File: src/rtl/mem_arbiter.sv
// Round-robin memory arbiter with burst locking and a registered memory strobe.
// Optional `MEM_ARB_FIXED_PRIO_EN gives requester 0 priority outside locked bursts.
module mem_arbiter #(
  parameter int NUM_SIZE  = 16,
  parameter int ADDR_W    = 8,
  parameter int NUM_REQ   = 4,
  parameter int BURST_MAX = 4
) (
  input  logic                         clk,
  input  logic                         rst,
  input  logic [NUM_REQ-1:0]           req_valid,
  output logic [NUM_REQ-1:0]           req_ready,
  input  logic [NUM_REQ-1:0]           req_we,
  input  logic [NUM_REQ-1:0]           req_lock,
  input  logic [NUM_REQ*ADDR_W-1:0]    req_addr,
  input  logic [NUM_REQ*NUM_SIZE-1:0]  req_wdata,
  output logic [NUM_REQ-1:0]           rsp_valid,
  output logic [NUM_SIZE-1:0]          rsp_rdata,
  output logic                         mem_en,
  output logic                         mem_we,
  output logic [ADDR_W-1:0]            mem_addr,
  output logic [NUM_SIZE-1:0]          mem_wdata,
  input  logic [NUM_SIZE-1:0]          mem_rdata
);

  localparam int PTR_W = (NUM_REQ > 1) ? $clog2(NUM_REQ) : 1;
  localparam int CNT_W = $clog2(BURST_MAX + 1);

  typedef enum logic [1:0] {IDLE, GRANT, LOCKED} state_t;

  state_t             state, state_nxt;
  logic [PTR_W-1:0]   ptr, ptr_nxt, lock_id, lock_id_nxt;
  logic [CNT_W-1:0]   cnt, cnt_nxt;

  logic               win_vld_p0, accept_p0, we_p0, lock_p0;
  logic [PTR_W-1:0]   win_p0;
  logic [ADDR_W-1:0]  addr_p0;
  logic [NUM_SIZE-1:0] wdata_p0;
  logic [NUM_REQ-1:0] rd_oh_p1;

  function automatic logic [PTR_W-1:0] next_ptr(input logic [PTR_W-1:0] p);
    return (p == PTR_W'(NUM_REQ - 1)) ? '0 : p + 1'b1;
  endfunction

  // Stage p0: arbitration, combinational grant
  always_comb begin
    int               idx;
    logic [PTR_W-1:0] idx_w;
    win_vld_p0 = 1'b0;
    win_p0     = '0;
    idx        = 0;
    idx_w      = '0;
    if (state == LOCKED) begin
      win_vld_p0 = req_valid[lock_id];
      win_p0     = lock_id;
    end else begin
      // Scan from farthest to nearest so the first valid at/after ptr wins.
      for (int k = NUM_REQ - 1; k >= 0; k--) begin
        idx = int'(ptr) + k;
        if (idx >= NUM_REQ) idx = idx - NUM_REQ;
        idx_w = PTR_W'(idx);
        if (req_valid[idx_w]) begin
          win_vld_p0 = 1'b1;
          win_p0     = idx_w;
        end
      end
`ifdef MEM_ARB_FIXED_PRIO_EN
      if (req_valid[0]) begin
        win_vld_p0 = 1'b1;
        win_p0     = '0;
      end
`endif
    end
  end

  assign accept_p0 = rst & win_vld_p0;
  assign req_ready = accept_p0 ? (NUM_REQ'(1) << win_p0) : '0;
  assign we_p0     = req_we[win_p0];
  assign lock_p0   = req_lock[win_p0];
  assign addr_p0   = req_addr[int'(win_p0) * ADDR_W +: ADDR_W];
  assign wdata_p0  = req_wdata[int'(win_p0) * NUM_SIZE +: NUM_SIZE];

  always_comb begin
    state_nxt   = state;
    ptr_nxt     = ptr;
    lock_id_nxt = lock_id;
    cnt_nxt     = cnt;
    case (state)
      LOCKED: begin
        if (accept_p0) begin
          if (!lock_p0 || (cnt + 1'b1) >= CNT_W'(BURST_MAX)) begin
            state_nxt = GRANT;
            ptr_nxt   = next_ptr(lock_id);
            cnt_nxt   = '0;
          end else begin
            cnt_nxt = cnt + 1'b1;
          end
        end else begin
          state_nxt = (|req_valid) ? GRANT : IDLE;
          ptr_nxt   = next_ptr(lock_id);
          cnt_nxt   = '0;
        end
      end
      default: begin
        if (accept_p0) begin
          if (lock_p0 && BURST_MAX > 1) begin
            state_nxt   = LOCKED;
            lock_id_nxt = win_p0;
            cnt_nxt     = CNT_W'(1);
          end else begin
            state_nxt = GRANT;
            ptr_nxt   = next_ptr(win_p0);
          end
        end else begin
          state_nxt = IDLE;
        end
      end
    endcase
  end

  always_ff @(posedge clk) begin
    if (!rst) begin
      state   <= IDLE;
      ptr     <= '0;
      lock_id <= '0;
      cnt     <= '0;
    end else begin
      state   <= state_nxt;
      ptr     <= ptr_nxt;
      lock_id <= lock_id_nxt;
      cnt     <= cnt_nxt;
    end
  end

  // Stage p1: memory strobe; stage p2: read response
  always_ff @(posedge clk) begin
    if (!rst) begin
      mem_en    <= 1'b0;
      mem_we    <= 1'b0;
      mem_addr  <= '0;
      mem_wdata <= '0;
      rd_oh_p1  <= '0;
      rsp_valid <= '0;
    end else begin
      mem_en    <= accept_p0;
      mem_we    <= accept_p0 & we_p0;
      if (accept_p0) begin
        mem_addr  <= addr_p0;
        mem_wdata <= wdata_p0;
      end
      rd_oh_p1  <= we_p0 ? '0 : req_ready;
      rsp_valid <= rd_oh_p1;
    end
  end

  assign rsp_rdata = (|rsp_valid) ? mem_rdata : '0;

endmodule

File: config.mk
export PLATFORM = sky130hd
export DESIGN_NAME = mem_arbiter
export DESIGN_NICKNAME = d
export VERILOG_FILES = /design/src/rtl/mem_arbiter.sv
export SDC_FILE = /design/constraint.sdc
export NUM_CORES = 1
export LEC_CHECK = 0
export CAP_MARGIN = 20
export CORE_ASPECT_RATIO = 0.75
export CORE_UTILIZATION = 30
export DETAILED_ROUTE_END_ITERATION = 16
export PLACE_DENSITY = 0.75
export SYNTH_ARGS = -nofsm -noshare
export SYNTH_HDL_FRONTEND = slang
export SYNTH_SLANG_ARGS = --single-unit
File: constraint.sdc
create_clock -name clk -period 3.8 [get_ports clk]
set_input_delay 0.57 -clock clk [delete_from_list [all_inputs] [get_ports clk]]
set_output_delay 0.57 -clock clk [all_outputs]
set_load 0.005 [all_outputs]
Word level (Yosys, flattened, before mapping)
Cells that the tools add are included.
Operators by class
  add/sub/neg operators: 10
  $lt $le $gt $ge: 11
  eq/ne operators: 5
  shifts and indexed selects: 3
  multiplexer cells: 52
  bitwise operators: 4
  reductions and logical operators: 10
Operators by type and width (count)
  64-bit by 7-bit variable part select with 16-bit output: 1
  2-bit two-way mux: 25
  32-bit by 6-bit variable part select with 8-bit output: 1
  2-bit by 3-bit < comparator with 1-bit output, second input constant: 6
  16-bit two-way mux: 1
  3-bit two-way mux: 5
  1-bit binary-select mux with 2-bit select: 7
  1-bit two-way mux: 13
  3-bit greater-or-equal comparator, second input constant: 4
  4-bit OR reduction: 2
  2-bit by 1-bit subtractor with 2-bit output, second input constant: 4
  2-bit by 2-bit adder with 3-bit output, second input constant: 2
  2-bit equality test, second input constant: 3
  3-bit AND reduction: 2
  2-bit by 1-bit adder with 2-bit output, second input constant: 2
  4-bit two-way mux: 1
  2-bit nonzero test: 2
  1-bit by 2-bit << shifter with 4-bit output, first input constant: 1
  2-bit by 1-bit adder with 3-bit output, second input constant: 1
  3-bit by 1-bit adder with 3-bit output, second input constant: 1
  2-bit by 3-bit greater-or-equal comparator with 1-bit output, second input constant: 1
  3-bit by 2-bit inequality test with 1-bit output, second input constant: 1
  1-bit bitwise AND: 2
  2-bit by 1-bit inequality test with 1-bit output, second input constant: 1
  other kinds (5): 6
Word-level totals
  register bits after elaboration: 43
  input bits: 126
  output and inout port bits: 50
  word-level logic and storage cells: 105

Depth between registers and ports, before layout
Gate-level depths: netlist (run 1).
  depth after elaboration: 18
  mapped depth: 11
  gate-level depth less buffers: 11

Least setup slack after synthesis (run 1)
OpenSTA, ideal clock, no wires.
  path type: in2out
  from: input port req_valid[2]
  to: output port req_ready[0]
  data arrival time: 2036 ps
  data required time: 3230 ps
  path slack: 1194 ps
  stages: 8
  cell sequence: nor2b_1 or4b_4 a21oi_1 a21oi_1 buf_2 ha_1 nand2_1 inv_1
On the way
  cells in the longest elaborated chain, start to end: 9
  elaborated cells between the ends (all ways): 23
  classes of those cells: 1 x shift; 21 x mux; 1 x bitwise
Ends and longest elaborated chain
  start: declaration: line 11  | input logic [NUM_REQ-1:0] req_valid,
  1-bit binary-select mux with 2-bit select: line 62  | if (req_valid[idx_w]) begin
  1-bit two-way mux (not written as such): line 62
  2-bit two-way mux / 1-bit two-way mux (equally long branches) (4 in a row): line 62
  2-bit two-way mux / 1-bit two-way mux (equally long branches): line 53  | if (state == LOCKED) begin
  1-bit by 2-bit << shifter with 4-bit output / 1-bit bitwise AND (equally long branches): line 77, 76
  4-bit two-way mux *: line 77  | assign req_ready = accept_p0 ? (NUM_REQ'(1) << win_p0) : '0;
  end: declaration: line 12  | output logic [NUM_REQ-1:0] req_ready,
Every way passes the cells marked *; elsewhere a longest branch is shown, timed or not. The select of a mux whose other input is x is not followed.

Worst setup path in the final report (run 1)
  from: input port req_valid[3]
  to: output port req_ready[3]
On the way
  cells in the longest elaborated chain, start to end: 9
  elaborated cells between the ends (all ways): 23
  classes of those cells: 1 x shift; 21 x mux; 1 x bitwise
Ends and longest elaborated chain
  1-bit binary-select mux with 2-bit select: line 62
  1-bit two-way mux (not written as such): line 62
  2-bit two-way mux (3 in a row): line 62
  2-bit two-way mux *: line 62
  2-bit two-way mux *: line 53
  via win_p0[0]: line 36  | logic [PTR_W-1:0] win_p0;
  1-bit by 2-bit << shifter with 4-bit output *: line 77
  4-bit two-way mux *: line 77
Mark *: on every way through the listed nets, which the timed path passes. The rest lies on a longest branch. The select of a mux whose other input is x is not followed.

==> impl_metrics.csv, run 1 <==
group,metric,value,unit
setup_path,critPathLaunchType,"input pin",
logic_synthesis,seq_area_frac_synth,34.2,%
clocking,cts_tree,"done",
global_routing,grt_usage,17.9,%
global_routing,grt_pass1_wl,12.3,mm
logic_synthesis,synthArstFlopShare,0,%
setup_path,cp.required,3.23,ns
logic_synthesis,syn_area,0.00251,mm²
place,io_buffers,175,
timing,fmaxAchievable,0.280,GHz
timing,worst_slew_pin_slew,0.599,ns
clocking,clock_latency,0.28,ns
cells_and_area,area_growth,79.8,%
setup_path,regToRegStartpoint,"lock_id[1]",
timing,relSlewSlack,60.1,%
logic_synthesis,synth_nets,413,
setup_path,cp_cell_sequence,"clkdlybuf4s50_1 > nor2_1 > or4b_4 > a21oi_1 > a21oi_4 > inv_2 > ha_1 > nand2_1 > inv_1 > clkdlybuf4s50_1",
floorplanning,dieArea,0.00875,mm²
floorplanning,initial_core_util,31.5,%
clocking,cts_resized,0,
timing,finalCriticalPeriod,3.57,ns
cells_and_area,drive_above_1_share,5.95,%
worst_hold_path,whs_endpoint,"rsp_valid[2]",
setup_path,worst_path_max_delay_cell,"clkdlybuf4s50_1",
place,gp_congestion,0.840,
flow_run,cap_violations,0,
logic_synthesis,synth.distinct_cells,35,
logic_synthesis,synth_flop_cell,"dfxtp_1",
run_status,outcome,"completed",
timing,finalCritPeriodShare,93.9,%
clocking,cts-buffers-inserted,5,
worst_hold_path,whs_path_depth,1,
clocking,clk_pin_slew,0.08,ns
global_routing,grt_max_degree,30,
routing,vias,2759,
pwr,power_per_cell_area,581,mW/mm²
cells_and_area,fin_util,56.6,%
clocking,clock-sinks,43,
timing,clock_skew,0.00190,ns
clocking,post_cts_buffers,0,
timing,rsz0062_at_grt,"no",
clocking,cts_root_buffer,"clkbuf_8",
global_routing,grt_pass1_vias,2603,
timing,drv_slew,0,
setup_path,reg2regPathDepth,5,
cells_and_area,seq_area,861,µm²
worst_hold_path,hp-class,"flip-flop to flip-flop",
floorplanning,ios,176,
setup_path,cp_data_arrival_time,3.00,ns
floorplanning,die_h,81.3,µm
routing,drcViolationCount,0,
routing,antenna_left,0,
clocking,cts-hold-fix-buffers,0,
cells_and_area,fin_nets,585,
logic_synthesis,ys_ff_latch,43,
routing,wl_per_cell,14.4,µm
setup_path,crit_type,"input pin to output port",
timing,finalSetupViolCount,0,
logic_synthesis,avgSynthCellArea,8.95,µm²
clocking,clock_path_buffers,2,
logic_synthesis,yosys_warnings,0,
floorplanning,core,0.00799,mm²
setup_path,critPathMaxFanout,5,
global_routing,gr-total-overflow,0,
floorplanning,chipWidth,108,µm
worst_hold_path,worstHoldStart,"rd_oh_p1[2]",
timing,hold_viol,0,
cells_and_area,fill_cells,695,
cells_and_area,diodes,0,
routing,routed_wl,8.05,mm
setup_path,r2r_end,"mem_wdata[7]",
routing,drt_first_pass_iters,4,
logic_synthesis,syn_inst,281,
routing,drt_iter0_markers,76,
setup_path,cpPeakStageDelay,0.55,ns
setup_path,crit_top_cell,"clkdlybuf4s50_1",
cells_and_area,multi_input_area,0.00157,mm²
setup_path,end_kind,"output port",
pwr,leakage,1.93,nW
clocking,htreeDepth,2,
pwr,peakVddDrop,0.287,mV
global_routing,antenna_found_initial,0,
routing,vias_per_cell,4.94,
timing,fin_setup_tns,0,ns
place,dpl.hpwl,6.49,mm
logic_synthesis,synth_edf_count,0,
setup_path,r2r_slack,1.38,ns
floorplanning,fp-row-count,28,
[where the power goes]
part	internal, mW	total (mW)	switching, mW
registers	0.627	0.740	0.113
logic	0.847	1.52	0.673
clock network	0.213	0.367	0.155
[cell usage in the layout (no fill, tap or decap), types with 2 or more instances in the layout]
cell type,netlist,layout
a21oi_1,5,4
o221ai_1,25,25
and3_1,2,2
o21ai_0,4,4
nand2b_1,3,3
ha_1,6,6
clkbuf_8,0,6
buf_4,2,8
o21a_1,2,2
mux4_2,3,3
nor2_1,14,14
nand3_1,2,2
and2_1,6,6
mux2i_1,53,53
nand2_1,46,46
dfxtp_1,43,43
nor2b_1,23,22
inv_1,6,6
clkdlybuf4s50_1,0,175
nor4_1,4,3
[metal layers]
layer	routed length [µm]	track usage [%]
met5	0	0
met4	78	3.42
met3	913	7.06
met2	3920	32.1
met1	3140	20.3
[flip-flops by register name (all words and copies together) (netlist names)]
name,cells
rd_oh_p1,4
mem_we,1
mem_en,1
state,2
mem_addr,8
mem_wdata,16
cnt,3
lock_id,2
rsp_valid,4
ptr,2
[cells by family (layout without fill, tap and decap cells)]
logic type | Yosys count | in the layout | synth area share, %
xor+xnor | 1 | 1 | 0.348
compound gates | 46 | 46 | 14.2
flops | 43 | 43 | 34.2
mux | 56 | 56 | 23.8
simple gates | 104 | 104 | 20.3
buf+inv | 25 | 198 | 4.18
fa+ha+maj | 6 | 6 | 2.99
[worst max-delay path by stage]
| stage | cells after the start | slack (ns) | startpoint | endpoint |
|---|---|---|---|---|
| 2_1_floorplan | 8 | 1.19 | req_valid[2] | req_ready[0] |
| 6_report | 10 | 0.23 | req_valid[3] | req_ready[3] |
| 4_1_cts | 10 | 0.23 | req_valid[3] | req_ready[3] |
| 5_1_grt | 10 | 0.09 | req_valid[3] | req_ready[1] |
| 3_5_place_dp | 10 | 0.24 | req_valid[3] | req_ready[3] |
| 3_3_place_gp | 10 | 0.30 | req_valid[1] | req_ready[1] |
[cell type report]
type	instances	area share [%]
Clock buffer	6	1.83
Clock inverter	2	0.775
Inverter	7	0.581
Multi-Input combinational cell	213	34.8
Sequential cell	43	19.0
Tap cell	105	2.91
Timing Repair Buffer	183	40.1
[cell usage after synthesis, types with 2 or more instances]
cell type	number	area, µm²
nand3_1	2	10.0
nand2_1	46	173
nor4_1	4	25.0
and3_1	2	12.5
dfxtp_1	43	861
o21ai_1	2	10.0
buf_2	3	15.0
inv_1	6	22.5
buf_4	2	15.0
mux4_2	3	67.6
o221ai_1	25	219
nor2b_1	23	144
ha_1	6	75.1
and2_1	6	37.5
mux2i_1	53	531
o21ai_0	4	20.0
nand2b_1	3	18.8
clkbuf_1	13	48.8
nor2_1	14	52.6
a21oi_1	5	25.0
o21a_1	2	15.0
[critical path, delay by kind of cell]
family	cells	cell delay, ns
adder cells (fa/ha/maj)	1	0.15
AND/OR/NAND/NOR	3	0.72
buffers and inverters	4	1.20
AO/OA/AOI/OAI	2	0.35
[per-stage QoR]
| step | setup WS (ns) | hold slack (ns) | cell area (µm²) | std cells | power (mW) |
|---|---|---|---|---|---|
| 2_1_floorplan | 1.19 | 0.412 | 2510 | 281 | 1.57 |
| 3_3_place_gp | 0.304 | 0.421 | 4400 | 551 | 2.24 |
| 3_5_place_dp | 0.240 | 0.425 | 4400 | 551 | 2.27 |
| 4_1_cts | 0.232 | 0.443 | 4520 | 559 | 2.66 |
| 5_1_grt | 0.0911 | 0.452 | 4520 | 559 | 2.83 |
| 6_report | 0.233 | 0.444 | 4520 | 559 | 2.63 |
Note: power is estimated with default switching activity, not from simulation.
==> run 2, diff against run 1 <==
--- a/config.mk
+++ b/config.mk
@@ -9,7 +9,7 @@
 export CORE_ASPECT_RATIO = 0.75
 export CORE_UTILIZATION = 30
 export DETAILED_ROUTE_END_ITERATION = 16
-export PLACE_DENSITY = 0.75
+export PLACE_DENSITY_LB_ADDON = 0.1
 export SYNTH_ARGS = -nofsm -noshare
 export SYNTH_HDL_FRONTEND = slang
 export SYNTH_SLANG_ARGS = --single-unit
==> run 2 against run 1 <==
Compared with the run above:
- utilization is 0.45 points lower
- total power is 2.5% lower
- worst hold slack better by 0.00062 ns
- first-iteration DRC count is 1.3% lower
- largest power group unchanged
==> impl_metrics.csv, run 2 (synthesized netlist as in run 1, its figures left out) <==
group,metric,value,unit
routing,drt_first_pass_iters,5,
cells_and_area,largest_register_ffs,16,
floorplanning,fp-row-count,28,
run_status,outcome,"completed",
floorplanning,dieArea,0.00875,mm²
global_routing,grt_max_degree,48,
setup_path,critPathMaxFanout,5,
cells_and_area,seq_area,861,µm²
floorplanning,chipWidth,108,µm
cells_and_area,largest-register,"mem_wdata",
cells_and_area,drive_above_1_share,5.74,%
pwr,total_power,2.56,mW
timing,drv_slew,0,
global_routing,grt_pass1_vias,2596,
setup_path,r2r_slack,1.45,ns
routing,vias,2720,
timing,worst_slew_pin_slew,0.755,ns
worst_hold_path,whs_path_depth,1,
global_routing,antenna_found_initial,0,
setup_path,cp_data_arrival_time,3.03,ns
routing,antenna_left,0,
cells_and_area,final_common_cell,"clkdlybuf4s50_1",
floorplanning,die_h,81.3,µm
floorplanning,initial_core_util,31.5,%
cells_and_area,area_growth,78.3,%
clocking,cts-buffers-inserted,5,
setup_path,cp.required,3.23,ns
pwr,clockPowerShare,11.5,%
clocking,cts_root_buffer,"clkbuf_8",
setup_path,end_kind,"output port",
flow_run,cap_violations,0,
worst_hold_path,hp-class,"flip-flop to flip-flop",
pwr,p_int,1.60,mW
cells_and_area,final_cell_mix,"clkdlybuf4s50_1, mux2i_1, nand2_1, dfxtp_1, o221ai_1",
pwr,leakage,1.91,nW
timing,fin_setup_tns,0,ns
clocking,cts_tree,"done",
timing,relSlewSlack,49.7,%
routing,drcViolationCount,0,
setup_path,regToRegStartpoint,"ptr[0]",
pwr,seq_power_share,28.8,%
setup_path,critPathLaunchType,"input pin",
global_routing,gr-total-overflow,0,
setup_path,r2r_end,"mem_addr[2]",
timing,rsz0062_at_grt,"no",
clocking,cts-hold-fix-buffers,0,
cells_and_area,diodes,0,
timing,clock_skew,0.00982,ns
cells_and_area,top_regs,"mem_wdata: 16 flops, mem_addr: 8 flops",
pwr,power_per_cell_area,571,mW/mm²
clocking,clock_path_buffers,2,
global_routing,grt_usage,17.9,%
place,gp_congestion,0.804,
worst_hold_path,worstHoldStart,"rd_oh_p1[3]",
pwr,peakVddDrop,0.294,mV
routing,drt_iter0_markers,75,
pwr,combinationalPowerShare,59.7,%
worst_hold_path,whs_endpoint,"rsp_valid[3]",
clocking,clk_pin_slew,0.09,ns
setup_path,reg2regPathDepth,7,
cells_and_area,fin_util,56.1,%
pwr,sw_frac_of_total,37.4,%
floorplanning,ios,176,
timing,finalSetupViolCount,0,
routing,vias_per_cell,4.87,
clocking,clock_latency,0.29,ns
setup_path,crit_type,"input pin to output port",
place,dpl.hpwl,6.60,mm
pwr,p_sw,0.957,mW
floorplanning,core,0.00799,mm²
timing,hold_viol,0,
timing,fmaxAchievable,0.277,GHz
clocking,htreeDepth,2,
cells_and_area,multi_input_area,0.00158,mm²
routing,wl_per_cell,15.0,µm
place,io_buffers,175,
routing,routed_wl,8.38,mm
clocking,clock-sinks,43,
timing,hold-worst-slack,0.445,ns
cells_and_area,fill_cells,747,
cells_and_area,fin_nets,584,
timing,finalCritPeriodShare,94.8,%
global_routing,grt_pass1_wl,12.3,mm
timing,finalCriticalPeriod,3.60,ns
-- run 2: changes by cell type in the layout (fill, tap and decap cells not counted), sizes merged --
| cell | previous run | this run |
|---|---|---|
| buf | 8 | 7 |
| clkinvlp | 0 | 1 |
| bufinv | 1 | 0 |
-- run 2: what timing repair did --
item                       CTS  global route
resized for setup            0             1
setup buffers                0             0
setup endpoints to repair    0             1
-- run 2: per-layer routing --
metal  vias to the layer above  routed length [µm]  GRT usage [%]
met5                         -                   0              0
met4                         0                  50           3.84
met3                         4                 764           5.38
met2                       128                4090           32.9
met1                      1238                3470           20.4
li1                       1350                   -              -
-- run 2: final cells by class --
cell class | instances | share of cell area [%]
tap | 105 | 2.93
clock inverter | 2 | 0.279
clock buffer | 6 | 1.62
timing repair buffer | 182 | 40.2
sequential | 43 | 19.2
inverter | 7 | 0.586
multi-input combinational | 213 | 35.1
-- run 2: power groups by stage --
stage	clock network, mW	logic [mW]	registers, mW
global placement	0	1.52	0.738
floorplan	0	0.835	0.738
CTS	0.302	1.54	0.736
detailed placement	0	1.54	0.744
finish	0.293	1.53	0.737
global route	0.323	1.66	0.761
-- run 2: worst max-delay path, stage by stage --
cell and delay (ns):
clkdlybuf4s50_1 0.46, nor2b_1 0.19, or4b_4 0.56, a21oi_1 0.27, a21oi_4 0.09, inv_2 0.11, ha_1 0.16, nand2_1 0.07
inv_1 0.06, clkdlybuf4s50_1 0.50
-- run 2: how the worst max path moves through the flow --
stage / from / slack (ns) / cells after the start / endpoint
final: req_valid[2] / 0.20 / 10 / req_ready[3]
after global routing: req_valid[2] / 0.06 / 10 / req_ready[3]
after CTS: req_valid[3] / 0.19 / 10 / req_ready[1]
after detailed placement: req_valid[2] / 0.20 / 10 / req_ready[1]
after global placement: req_valid[1] / 0.22 / 10 / req_ready[1]
after floorplan: req_valid[2] / 1.19 / 8 / req_ready[0]
-- run 2: metrics by stage --
step / cells / instance area [µm²] / worst slack (ns)
floorplan: 281 / 2510 / 1.19
global placement: 550 / 4390 / 0.224
detailed placement: 550 / 4390 / 0.198
CTS: 558 / 4480 / 0.188
global route: 558 / 4480 / 0.0585
finish: 558 / 4480 / 0.196
